===== config.mk =====
export PLATFORM = sky130hd
export DESIGN_NAME = fp_addsub
export DESIGN_NICKNAME = d
export VERILOG_FILES = /design/src/rtl/fp_addsub_pkg.sv /design/src/rtl/fp_addsub_lzc.sv /design/src/rtl/fp_addsub.sv
export SDC_FILE = /design/constraint.sdc
export NUM_CORES = 1
export LEC_CHECK = 0
export CAP_MARGIN = 15
export CORE_ASPECT_RATIO = 1.25
export CORE_MARGIN = 2
export CORE_UTILIZATION = 51
export DETAILED_ROUTE_END_ITERATION = 7
export GPL_TIMING_DRIVEN = 0
export PLACE_DENSITY = 0.72
export SLEW_MARGIN = 25
export SYNTH_ARGS = -nofsm -noshare
export SYNTH_HDL_FRONTEND = slang
export SYNTH_SLANG_ARGS = --single-unit

===== constraint.sdc =====
create_clock -name clk -period 20.8 [get_ports clk]
set_input_delay 4.16 -clock clk [delete_from_list [all_inputs] [get_ports clk]]
set_output_delay 4.16 -clock clk [all_outputs]
set_load 0.01 [all_outputs]

===== src/rtl/fp_addsub_pkg.sv =====
// fp_addsub shared constants.
// Rounding-mode codes and status bit positions.
package fp_addsub_pkg;

  localparam logic [2:0] RND_NE = 3'd0;
  localparam logic [2:0] RND_TZ = 3'd1;
  localparam logic [2:0] RND_UP = 3'd2;
  localparam logic [2:0] RND_DN = 3'd3;
  localparam logic [2:0] RND_NA = 3'd4;

  localparam int ST_ZERO    = 0;
  localparam int ST_INF     = 1;
  localparam int ST_INV     = 2;
  localparam int ST_TINY    = 3;
  localparam int ST_HUGE    = 4;
  localparam int ST_INEXACT = 5;

endpackage


===== src/rtl/fp_addsub_lzc.sv =====
// Leading-zero counter for the fp_addsub normaliser.
// An all-zero input reports P_W.
module fp_addsub_lzc
  import fp_addsub_pkg::*;
#(
  parameter int P_W  = 15,
  parameter int P_CW = $clog2(P_W + 1)
) (
  input  logic [P_W-1:0]  val_i,
  output logic [P_CW-1:0] cnt_o
);

  logic hit;

  always_comb begin
    cnt_o = P_CW'(P_W);
    hit   = 1'b0;
    for (int i = P_W - 1; i >= 0; i--) begin
      if (!hit && val_i[i]) begin
        cnt_o = P_CW'(P_W - 1 - i);
        hit   = 1'b1;
      end
    end
  end

endmodule


===== src/rtl/fp_addsub.sv =====
// Floating-point add/subtract with subnormals, five rounding modes
// and an 8-bit exception status; one registered stage.
module fp_addsub
  import fp_addsub_pkg::*;
#(
  parameter int P_EXP  = 5,
  parameter int P_FRAC = 10,
  parameter int P_BIAS = 15,
  parameter int P_WORD = 1 + P_EXP + P_FRAC
) (
  input  logic              clk,
  input  logic              rst_n,
  input  logic [P_WORD-1:0] a,
  input  logic [P_WORD-1:0] b,
  input  logic              op,
  input  logic [2:0]        rnd,
  output logic [P_WORD-1:0] z,
  output logic [7:0]        status
);

  localparam int EW    = P_EXP + 2;
  localparam int MW    = P_FRAC + 1;
  localparam int XW    = P_FRAC + 4;
  localparam int SW    = P_FRAC + 5;
  localparam int CW    = $clog2(SW + 1);
  localparam int SHMAX = P_FRAC + 3;
  localparam int EMIN  = 1 - P_BIAS;

  localparam logic [P_EXP-1:0]  EONES = {P_EXP{1'b1}};
  localparam logic [P_EXP-1:0]  EMAXF = {{(P_EXP-1){1'b1}}, 1'b0};
  localparam logic [P_FRAC-1:0] FZERO = {P_FRAC{1'b0}};
  localparam logic [P_FRAC-1:0] FONES = {P_FRAC{1'b1}};
  localparam logic [P_WORD-1:0] QNAN  =
    {1'b0, EONES, 1'b1, {(P_FRAC-1){1'b0}}};

  logic              sa, sb;
  logic [P_EXP-1:0]  ea, eb;
  logic [P_FRAC-1:0] fa, fb;
  logic              nan_a, nan_b, inf_a, inf_b;
  logic              zro_a, zro_b, zs;

  assign {sa, ea, fa} = a;
  assign {eb, fb}     = b[P_WORD-2:0];
  assign sb           = b[P_WORD-1] ^ op;

  assign nan_a = (&ea) & (|fa);
  assign nan_b = (&eb) & (|fb);
  assign inf_a = (&ea) & ~(|fa);
  assign inf_b = (&eb) & ~(|fb);
  assign zro_a = ~(|a[P_WORD-2:0]);
  assign zro_b = ~(|b[P_WORD-2:0]);

  logic              a_big, sl, ss;
  logic [P_EXP-1:0]  el, es;
  logic [P_FRAC-1:0] fl, fs;
  logic [EW-1:0]     xl, xs, dexp, sh;
  logic [XW-1:0]     ext_l, ext_s, mask, al;
  logic [SW-1:0]     sum;
  logic [CW-1:0]     lz;

  // magnitude order of {exp,frac} equals numeric order
  assign a_big = a[P_WORD-2:0] >= b[P_WORD-2:0];
  assign {sl, el, fl} = a_big ? {sa, ea, fa} : {sb, eb, fb};
  assign {ss, es, fs} = a_big ? {sb, eb, fb} : {sa, ea, fa};

  assign xl    = (el == '0) ? EW'(1) : EW'(el);
  assign xs    = (es == '0) ? EW'(1) : EW'(es);
  assign dexp  = xl - xs;
  assign sh    = (dexp > EW'(SHMAX)) ? EW'(SHMAX) : dexp;
  assign ext_l = {|el, fl, 3'b000};
  assign ext_s = {|es, fs, 3'b000};
  assign mask  = (XW'(1) << sh) - XW'(1);
  assign al    = (ext_s >> sh) | XW'(|(ext_s & mask));

  assign sum = (sl ^ ss) ? {1'b0, ext_l} - {1'b0, al}
                         : {1'b0, ext_l} + {1'b0, al};

  fp_addsub_lzc #(
    .P_W  (SW),
    .P_CW (CW)
  ) u_lzc (
    .val_i (sum),
    .cnt_o (lz)
  );

  logic [EW-1:0] lsh, lim, shl, en, ef;
  logic [SW-2:0] norm;
  logic [MW-1:0] m;
  logic [MW:0]   mr;
  logic [P_FRAC-1:0] fo;
  logic g, st, inc, ovf, to_inf;

  assign lsh = EW'(lz) - EW'(1);
  assign lim = xl - EW'(1);
  assign shl = (lsh < lim) ? lsh : lim;

  // left shift stops at exponent 1, leaving a subnormal
  always_comb begin
    if (sum[SW-1]) begin
      norm = {sum[SW-1:2], sum[1] | sum[0]};
      en   = xl + EW'(1);
    end else begin
      norm = sum[SW-2:0] << shl;
      en   = xl - shl;
    end
  end

  assign m  = norm[SW-2:3];
  assign g  = norm[2];
  assign st = norm[1] | norm[0];

  always_comb begin
    unique case (1'b1)
      (rnd == RND_NE): inc = g & (st | m[0]);
      (rnd == RND_TZ): inc = 1'b0;
      (rnd == RND_UP): inc = ~sl & (g | st);
      (rnd == RND_DN): inc = sl & (g | st);
      (rnd == RND_NA): inc = g;
      default:         inc = g & (st | m[0]);
    endcase
  end

  assign mr = {1'b0, m} + {{MW{1'b0}}, inc};

  always_comb begin
    if (mr[MW]) begin
      ef = en + EW'(1);
      fo = mr[MW-1:1];
    end else begin
      ef = mr[MW-1] ? en : '0;
      fo = mr[P_FRAC-1:0];
    end
  end

  assign ovf    = ef >= EW'(EONES);
  assign to_inf = ~((rnd == RND_TZ) |
                    ((rnd == RND_UP) & sl) |
                    ((rnd == RND_DN) & ~sl));
  assign zs     = (zro_a & zro_b & ~(sa ^ sb)) ? sa
                                               : (rnd == RND_DN);

  logic [P_WORD-1:0] z_d, z_q;
  logic [7:0]        st_d, st_q;

  always_comb begin
    z_d  = '0;
    st_d = '0;
    if (nan_a | nan_b | (inf_a & inf_b & (sa ^ sb))) begin
      z_d          = QNAN;
      st_d[ST_INV] = 1'b1;
    end else if (inf_a | inf_b) begin
      z_d          = {inf_a ? sa : sb, EONES, FZERO};
      st_d[ST_INF] = 1'b1;
    end else if (sum == '0) begin
      z_d           = {zs, {(P_WORD-1){1'b0}}};
      st_d[ST_ZERO] = 1'b1;
    end else if (ovf) begin
      z_d = to_inf ? {sl, EONES, FZERO} : {sl, EMAXF, FONES};
      st_d[ST_INF]     = to_inf;
      st_d[ST_HUGE]    = 1'b1;
      st_d[ST_INEXACT] = 1'b1;
    end else begin
      z_d              = {sl, ef[P_EXP-1:0], fo};
      st_d[ST_TINY]    = (int'(ef) - P_BIAS) < EMIN;
      st_d[ST_INEXACT] = g | st;
    end
  end

  always_ff @(posedge clk) begin
    if (!rst_n) begin
      z_q  <= '0;
      st_q <= '0;
    end else begin
      z_q  <= z_d;
      st_q <= st_d;
    end
  end

  assign z      = z_q;
  assign status = st_q;

endmodule


* Yosys cells after proc, flatten, opt, wreduce, memory -nomap -nowiden
Index checks and enable logic that the tools add are counted.
Storage, ports and cells: bits in registers 24, bits of input ports 38, output and inout port bits 24, logic and storage cells 167
Operators by class: add/sub/neg operators 11, $lt $le $gt $ge 5, equality and inequality tests 4, shift operators 3, muxes and demuxes 56, bitwise gates (word level) 35, reductions and logical operators 44
Operators with widths (number):
- $mux W16 | 4
- $mux W4 | 15
- $mux W15 | 3
- $mux W7 | 5
- $reduce_or A15 Y1 | 2
- $mux W1 | 23
- $reduce_or A10 Y1 | 2
- $add A14 B14 Y15 | 1
- $ge A15 B15 Y1 | 1
- $logic_not A15 Y1 | 1
- $reduce_or A5 Y1 | 3
- $sub A14 B14 Y15 | 1
- $and A14 B14 Y14 | 1
- $logic_and A1 B1 Y1 | 14
- $logic_not A1 Y1 | 14
- $mux W14 | 1
- $or A14 B1 Y14 | 1
- $reduce_or A14 Y1 | 1
- $shl A1 B7 Y14 const A | 1
- $shl A14 B7 Y14 | 1
- $shr A14 B7 Y14 | 1
- $sub A14 B2 Y14 const B | 1
- $and A1 B1 Y1 | 13
- $add A11 B1 Y12 | 1
- other kinds (26) | 47

* Logic depth before layout (Yosys ltp)
Gate-level depths: netlist of run 1.
word-level depth 74, mapped depth 87, mapped depth without buffers 80

* Cells and area by module
Synthesis of run 1 repeated with hierarchy kept, for this count alone.
Second synthesis, totals: cells, all modules 1057, area total of the unflattened synthesis 7209.4 µm²
Modules (own cells, without submodules):
- fp_addsub | times used 1, cells each 1034, area an instance 7054.3 µm², seq. area each 440.4 µm²
- fp_addsub_lzc | times used 1, cells each 23, area an instance 155.1 µm², seq. area each 0.0 µm²

* Worst setup path before layout of run 1
Ideal clock, no wire load.
path type input to register, start point input a[0], end point register z_q[0] (netlist: z[0]), setup time 0.074 ns, data arrival time 19.114 ns, slack 1.612 ns, stages 78, cells stage by stage inv_1 ha_1 nand2b_1 a211oi_2 o221ai_2 a21oi_2 buf_2 buf_4 clkbuf_1 a21oi_1 and2_1 nand3_1 nand2_1 inv_1 ha_1 inv_1 ha_1 o211ai_1 [42 not listed] o21ai_0 a221o_1 maj3_1 a32oi_1 nor2_1 ha_1 ha_1 nand3_1 nor3_1 mux2i_1 nor2_1 ha_1 inv_1 o32ai_2 a211o_1 a21o_1 buf_6 a31oi_1
Between the ends: word-level cells in the longest chain between the ends 71
Ends and longest elaborated chain:
- start: declaration | line fp_addsub.sv:13 | input logic [P_WORD-1:0] a,
- $ge A15 B15 Y1 | line fp_addsub.sv:62 | assign a_big = a[P_WORD-2:0] >= b[P_WORD-2:0];
- $mux W16, on equally long branches | line fp_addsub.sv:63, fp_addsub.sv:64
- $logic_not A5 Y1, on equally long branches | line fp_addsub.sv:66, fp_addsub.sv:67
- $mux W5, on equally long branches | line fp_addsub.sv:66, fp_addsub.sv:67
- $sub A5 B5 Y6 | line fp_addsub.sv:68 | assign dexp = xl - xs;
- $gt A7 B4 Y1 | line fp_addsub.sv:69 | assign sh = (dexp > EW'(SHMAX)) ? EW'(SHMAX) : dexp;
- $mux W7 | line fp_addsub.sv:69
- $shl A1 B7 Y14 | line fp_addsub.sv:72 | assign mask = (XW'(1) << sh) - XW'(1);
- [55 not listed]
- $or A1 B1 Y1, on equally long branches
- $and A1 B1 Y1, on equally long branches
- $pmux W1 S4 | line fp_addsub.sv:113 | unique case (1'b1)
- $add A11 B1 Y12 | line fp_addsub.sv:123 | assign mr = {1'b0, m} + {{MW{1'b0}}, inc};
- $mux W7 | line fp_addsub.sv:130 | ef = mr[MW-1] ? en : '0;
- $mux W7 | line fp_addsub.sv:126 | if (mr[MW]) begin
- $ge A7 B5 Y1 | line fp_addsub.sv:135 | assign ovf = ef >= EW'(EONES);
- $mux W15 | line fp_addsub.sv:157 | end else if (ovf) begin
- end signal: assignment | line fp_addsub.sv:174 | z_q <= z_d;
- end: declaration | line fp_addsub.sv:142 | logic [P_WORD-1:0] z_d, z_q;
Several ways; a longest one is shown, not always the timed one. A chain may end at the register's enable or synchronous reset.

* Worst setup path after layout of run 1
start point input b[5], end point register z_q[7] (netlist: z[7])
Between the ends: word-level cells in the longest chain between the ends 71
Ends and longest elaborated chain:
- start: declaration | line fp_addsub.sv:14 | input logic [P_WORD-1:0] b,
- $ge A15 B15 Y1 | line fp_addsub.sv:62
- $mux W16, on equally long branches | line fp_addsub.sv:63, fp_addsub.sv:64
- $logic_not A5 Y1, on equally long branches | line fp_addsub.sv:66, fp_addsub.sv:67
- $mux W5, on equally long branches | line fp_addsub.sv:66, fp_addsub.sv:67
- $sub A5 B5 Y6 | line fp_addsub.sv:68
- $gt A7 B4 Y1 | line fp_addsub.sv:69
- $mux W7 | line fp_addsub.sv:69
- $shl A1 B7 Y14 | line fp_addsub.sv:72
- [55 not listed]
- $or A1 B1 Y1, on equally long branches
- $and A1 B1 Y1, on equally long branches
- $pmux W1 S4 | line fp_addsub.sv:113
- $add A11 B1 Y12 | line fp_addsub.sv:123
- $mux W7 | line fp_addsub.sv:130
- $mux W7 | line fp_addsub.sv:126
- $ge A7 B5 Y1 | line fp_addsub.sv:135
- $mux W15 | line fp_addsub.sv:157
Several ways; a longest one is shown, not always the timed one.

==> results.md, run 1 <==
* Status: completed
* Ys flop type: dfxtp_1
* Initial Utilization at around half
* Worst path buffer plus inverter count at 14
* Die H at 138.6 µm
* Clk root buf: clkbuf_16
* Final WL at 27,370 µm
* Initial antenna violation count at 0
* Mapped Area at about 7400 µm²
* Worst Setup Path Type: input port to flip-flop
* Final ANT Viol Nets at 0
* Sequential-to-total area share from yosys stat at 5.960%
* Final Max Tran Viols at 0
* Die ar. at 15,470 µm²
* Synth top area share at between 10% and 20%
* Residual DRC at 0
* Worst-margin pin slew at 0.9931 ns
* Htree depth at 1
* Top cell type by total area after synthesis: ha_1
* Detailed Route Iter0 Violations at around 1,000
* Hold Buf Count CTS at 0
* Post-synthesis async set-or-reset flop share at 0%
* CP endpoint kind: flip-flop
* Global-route wire length before repair at around 43,000 µm
* Post-synth EDFFs at 0
* Family with the most delay on the worst path: compound AO/OA/AOI/OAI gates
* Final Wtd Congestion at about 1.0
* TritonCTS clock tree: yes
* Vias in the first global route at 8,495
* DR vias/cell at around 6.7
* Clock transition at the registers of the reported paths at ~0.060 ns
* WHS Endpoint: status[2]
* Count leader, synth: nor2_1
* Syn-to-layout area delta at 18.29%
* Cells after synthesis at ~1,100
* Layout cells sized above 1 at between 10% and 20%
* Yosys reg bits at 22
* YS warnings at 0
* Congestion Overflow GR at 0
* Largest net degree at the start of global routing at 14
* Utilization after layout at roughly 61%
* Fill cell count at around 1,400
* Synth area leaders: ha_1, nor2_1, a21oi_1
* Crit-path most repeated cell: ha_1
* Data arrival, critical path at between 20 and 25 ns
* Worst path max stage delay at around 0.56 ns
* Max clock buf depth at 2
* DR pass1 iterations at 6
* Min Tclk post-route at approximately 20 ns
* Leakage at about 3.5 nW
* Worst Hold Path Cells at 2
* RSZ-0062 raised after global routing: false
* Pwr dens at between 150 and 200 nW/µm²
* Detailed Place HPWL at 21,920 µm
* Synthesized area per cell at between 6 and 7 µm²
* Hold path start: rst_n
* Core area at about 14,000 µm²
* Max cap viols at 0
* TritonCTS buffer count at 3
* Die W at roughly 110 µm
* Finished Layout Cells at between 1,000 and 1,500
* Maximum clock rate at roughly 0.050 GHz
* Slowest CP cell: clkdlybuf4s50_1
* Total GRT Usage at between 30% and 40%
* Final net count at between 1,000 and 1,500
* Crit share post-route at a little over nine tenths
* I/O Pins at 62
* # diodes at 0
* WP data required at 20.93 ns
* CP startpoint kind: input port
* Number of port buffers at between 50 and 60
* Hold Vio Cnt, Final at 0
* Relative slew margins at around a third
* Via count at a little over 9,000
* Top cells by count, synth: nor2_1, nand2_1, a21oi_1, o21ai_0, inv_1
* Peak supply drop at around 150 µV
* Placed Instances at 1,330
* Distinct cell type count after synthesis at 109
* Wire per inst at a little over 20 µm
* Final setup TNS at 0 ns
* # rows at 49
* # clock sinks at 22
* Setup violators final at 0
* Hold Path Class: input port to flip-flop
* CP max FO at 10
==> where the power goes <==
part	leakage [nW]	switching, mW	internal [mW]
combinational	3.29	0.900	0.528
clock	0.0511	0.0145	0.0382
sequential	0.182	0.00305	0.0592
total	3.52	0.918	0.625
==> metrics by stage <==
step	power [mW]	worst slack, ns	hold WS, ns	area, µm²
2_1_floorplan	1.038	1.612	4.312	7397
3_3_place_gp	1.360	-2.649	4.879	8210
3_5_place_dp	1.354	-2.564	4.893	8210
4_1_cts	1.445	0.09691	4.628	8484
5_1_grt	1.658	0.002387	4.667	8741
6_report	1.543	0.8279	4.641	8741
==> what timing repair did <==
item,CTS,global route
setup endpoints to repair,19,19
gates resized for setup,31,43
pin swaps,6,12
buffers inserted,6,13
==> state kept, by name (all words and copies together), names as in the netlist <==
register  count
z            16
status        6
==> per-layer routing <==
metal / share of wire, % / up-vias / GRT usage [%]
li1: - / 4304 / -
met1: 39 / 4178 / 37.78
met2: 48 / 461 / 59.46
met3: 5.8 / 131 / 2.885
met4: 7.4 / 0 / 20.86
met5: 0 / - / 0
==> cells by family (layout without fill, tap and decap cells) <==
kind of cell,Yosys count,in the layout,share of synthesized area (%)
AO/OA/AOI/OAI,398,398,40.30
XOR/XNOR,27,27,3.200
adder cells (fa/ha/maj),64,64,10.87
buffers and inverters,118,198,6.603
flip-flops,22,22,5.960
multiplexers,39,39,5.977
other,2,4,0.1016
AND/OR/NAND/NOR,421,421,26.99
==> cell type report <==
cell class	count	area, µm²	area share, %
plain buffers	46	241.5	2.763
inverters	70	265.3	3.035
clock buffers	3	75.07	0.8589
flip-flops and latches	22	440.4	5.039
clock inverters	1	30.03	0.3435
well taps	178	222.7	2.548
repair buffers	78	733.2	8.388
multi-input cells	953	6733	77.03
==> layout by cell type (no fill, tap or decap), drive strengths merged, types with 9 or more instances in the layout <==
cell,count
o31ai,9
mux2i,25
a211oi,17
nand4,17
nor4,10
a21oi,93
clkdlybuf4s50,59
and3,10
nor2,124
nand2,119
dfxtp,22
o211ai,23
nor3,34
clkbuf,30
and2,10
buf,38
mux2,11
a31oi,18
xnor2,18
a211o,9
o21ai,80
nand3,48
ha,61
o2111ai,13
xor2,9
inv,69
a21o,23
a2111oi,16
==> how the worst max path moves through the flow <==
stage | depth (start not counted) | endpoint | slack (ns) | from
floorplan | 78 | z[0] | 1.61 | a[0]
global placement | 76 | z[9] | -2.65 | a[0]
detailed placement | 76 | z[9] | -2.56 | b[6]
CTS | 79 | z[0] | 0.1 | b[14]
global route | 81 | z[5] | 0.002 | a[0]
finish | 77 | z[7] | 0.83 | b[5]
(Power assumes the default switching activity.)
==> inputs of run 2 (changes only) <==
SKIP_CTS_REPAIR_TIMING = 1   (was default)
==> run 2 against run 1 <==
Against the previous run: die area unchanged; hold slack worse by 0.0027 ns; critical path depth up 2; sequential power about the same; core utilization is 0.33 points higher; count of clock-buffer cells in the layout unchanged; non-clock buffer count rose by 1; sequential share of layout area hardly changed; critical path type unchanged; critical endpoint is now z[1]; largest power group unchanged; highest routed layer unchanged.
==> results.md, run 2 (synthesis results as in run 1) <==
* Max clock buf depth at 2 (unchanged)
* Hold Path Class: input port to flip-flop (unchanged)
* Placed inst area at 8210 µm² (unchanged)
* Layout cells sized above 1 at 13.46% (was 13.13%)
* Min Tclk post-route at 20.08 ns (was 19.97 ns)
* # diodes at 0 (unchanged)
* Max reg flops at 16 (unchanged)
* CP endpoint kind: flip-flop (unchanged)
* CP max FO at 10 (unchanged)
* # rows at 49 (unchanged)
* Congestion Overflow GR at 0 (unchanged)
* Initial Utilization at 51.73% (unchanged)
* Global-route wire length before repair at 42,710 µm (was 43,060 µm)
* Relative slew margins at 31.73% (was 33.50%)
* Die W at 111.7 µm (unchanged)
* Final Max Tran Viols at 0 (unchanged)
* Worst-margin pin slew at 1.013 ns (was 0.9931 ns)
* Fill cell count at 1,367 (was 1,373)
* Max cap viols at 0 (unchanged)
* Largest net degree at the start of global routing at 14 (unchanged)
* WP data required at 20.98 ns (was 20.93 ns)
* Final Cell Area at 8788 µm² (was 8741 µm²)
* # clock sinks at 22 (unchanged)
* Initial antenna violation count at 0 (unchanged)
* TritonCTS buffer count at 3 (unchanged)
* Final Wtd Congestion at 1.003 (unchanged)
* Crit share post-route at 96.53% (was 96.02%)
* Final net count at 1,275 (was 1,274)
* Syn-to-layout area delta at 18.93% (was 18.29%)
* Status: completed (unchanged)
* TritonCTS clock tree: yes (unchanged)
* Detailed Place HPWL at 21,920 µm (unchanged)
* Clock transition at the registers of the reported paths at 0.06 ns (about the same)
* Worst Setup Path Type: input port to flip-flop (unchanged)
* Setup violators final at 0 (unchanged)
* Pwr dens at 177.7 nW/µm² (was 176.5 nW/µm²)
* Die ar. at 15,470 µm² (unchanged)
* Hold Vio Cnt, Final at 0 (unchanged)
* CP startpoint kind: input port (unchanged)
* Residual DRC at 0 (unchanged)
* Core area at 14,290 µm² (unchanged)
* Final WL at 27,530 µm (was 27,370 µm)
* Hold Slack at 4.638 ns (was 4.641 ns)
* Leakage at 3.534 nW (was 3.525 nW)
* Placed Instances at 1,330 (unchanged)
* Leading cell type in the layout, fill and taps excluded: nor2_1 (unchanged)
* Via count at 9,112 (was 9,074)
* DR vias/cell at 6.740 (was 6.717)
* Setup WS post-layout at 0.7222 ns (was 0.8279 ns)
* DR pass1 iterations at 6 (unchanged)
* Total GRT Usage at 32.99% (was 33.25%)
* Data arrival, critical path at 20.26 ns (was 20.11 ns)
* Finished Layout Cells at 1,352 (was 1,351)
* Htree depth at 1 (unchanged)
* Slowest CP cell: clkdlybuf4s50_1 (unchanged)
* Peak supply drop at 143.5 µV (was 151.0 µV)
* I/O Pins at 62 (unchanged)
* Worst path max stage delay at 0.55 ns (was 0.56 ns)
* Most frequent cells in the layout: nor2_1, nand2_1, a21oi_1 (unchanged)
* Wire per inst at 20.36 µm (was 20.26 µm)
* Die H at 138.6 µm (unchanged)
* Vias in the first global route at 8,389 (was 8,495)
* Number of port buffers at 59 (unchanged)
* Dpl ws at -2.564 ns (unchanged)
* Clk root buf: clkbuf_16 (unchanged)
* Final ANT Viol Nets at 0 (unchanged)
* Maximum clock rate at 0.04981 GHz (was 0.05007 GHz)
* Detailed Route Iter0 Violations at 1,153 (was 1,014)
## run 2: changes by cell type in the layout (fill, tap and decap cells not counted), sizes merged
cell / before / now
buf: 38 / 39
## run 2: critical path: cells and delay by family
kind | cells | cell delay [ns]
XOR/XNOR | 1 | 0.24
adder cells (fa/ha/maj) | 9 | 2.59
buffers and inverters | 12 | 2.14
multiplexers | 5 | 1.41
AO/OA/AOI/OAI | 31 | 6.71
AND/OR/NAND/NOR | 21 | 2.93
## run 2: per-stage QoR
step | util, % | power, mW | setup TNS, ns
after CTS | 58.21 | 1.414 | -40.40
after detailed placement | 57.48 | 1.354 | -44.32
after global routing | 61.52 | 1.674 | -1.489
after floorplan | - | 1.038 | 0
final | 61.52 | 1.562 | 0
after global placement | 57.48 | 1.360 | -46.10
## run 2: final cells by class
cell class / count / area, µm² / share of cell area (%)
plain buffers: 46 / 241.5 / 2.748
clock buffers: 3 / 75.07 / 0.8542
flip-flops and latches: 22 / 440.4 / 5.011
repair buffers: 79 / 740.7 / 8.428
clock inverters: 1 / 30.03 / 0.3417
well taps: 178 / 222.7 / 2.534
inverters: 70 / 265.3 / 3.018
multi-input cells: 953 / 6773 / 77.06
## run 2: routing by layer
layer,global-route usage (%),share of wire (%),vias to the layer above
met4,19.49,6.6,0
met2,59.33,49,470
li1,-,-,4314
met5,0,0,-
met3,2.710,5.8,137
met1,37.76,38,4191
## run 2: worst paths after layout
kind                  cells past startpoint   endpoint   from  slack, ns
worst max-delay path                     79       z[1]   b[5]       0.72
worst min-delay path                      2  status[2]  rst_n       4.64
## run 2: power breakdown
part / internal (mW) / total (mW) / switching, mW
Clock: 0.0382 / 0.0530 / 0.0148
Combinational: 0.536 / 1.45 / 0.910
Sequential: 0.0592 / 0.0621 / 0.00299
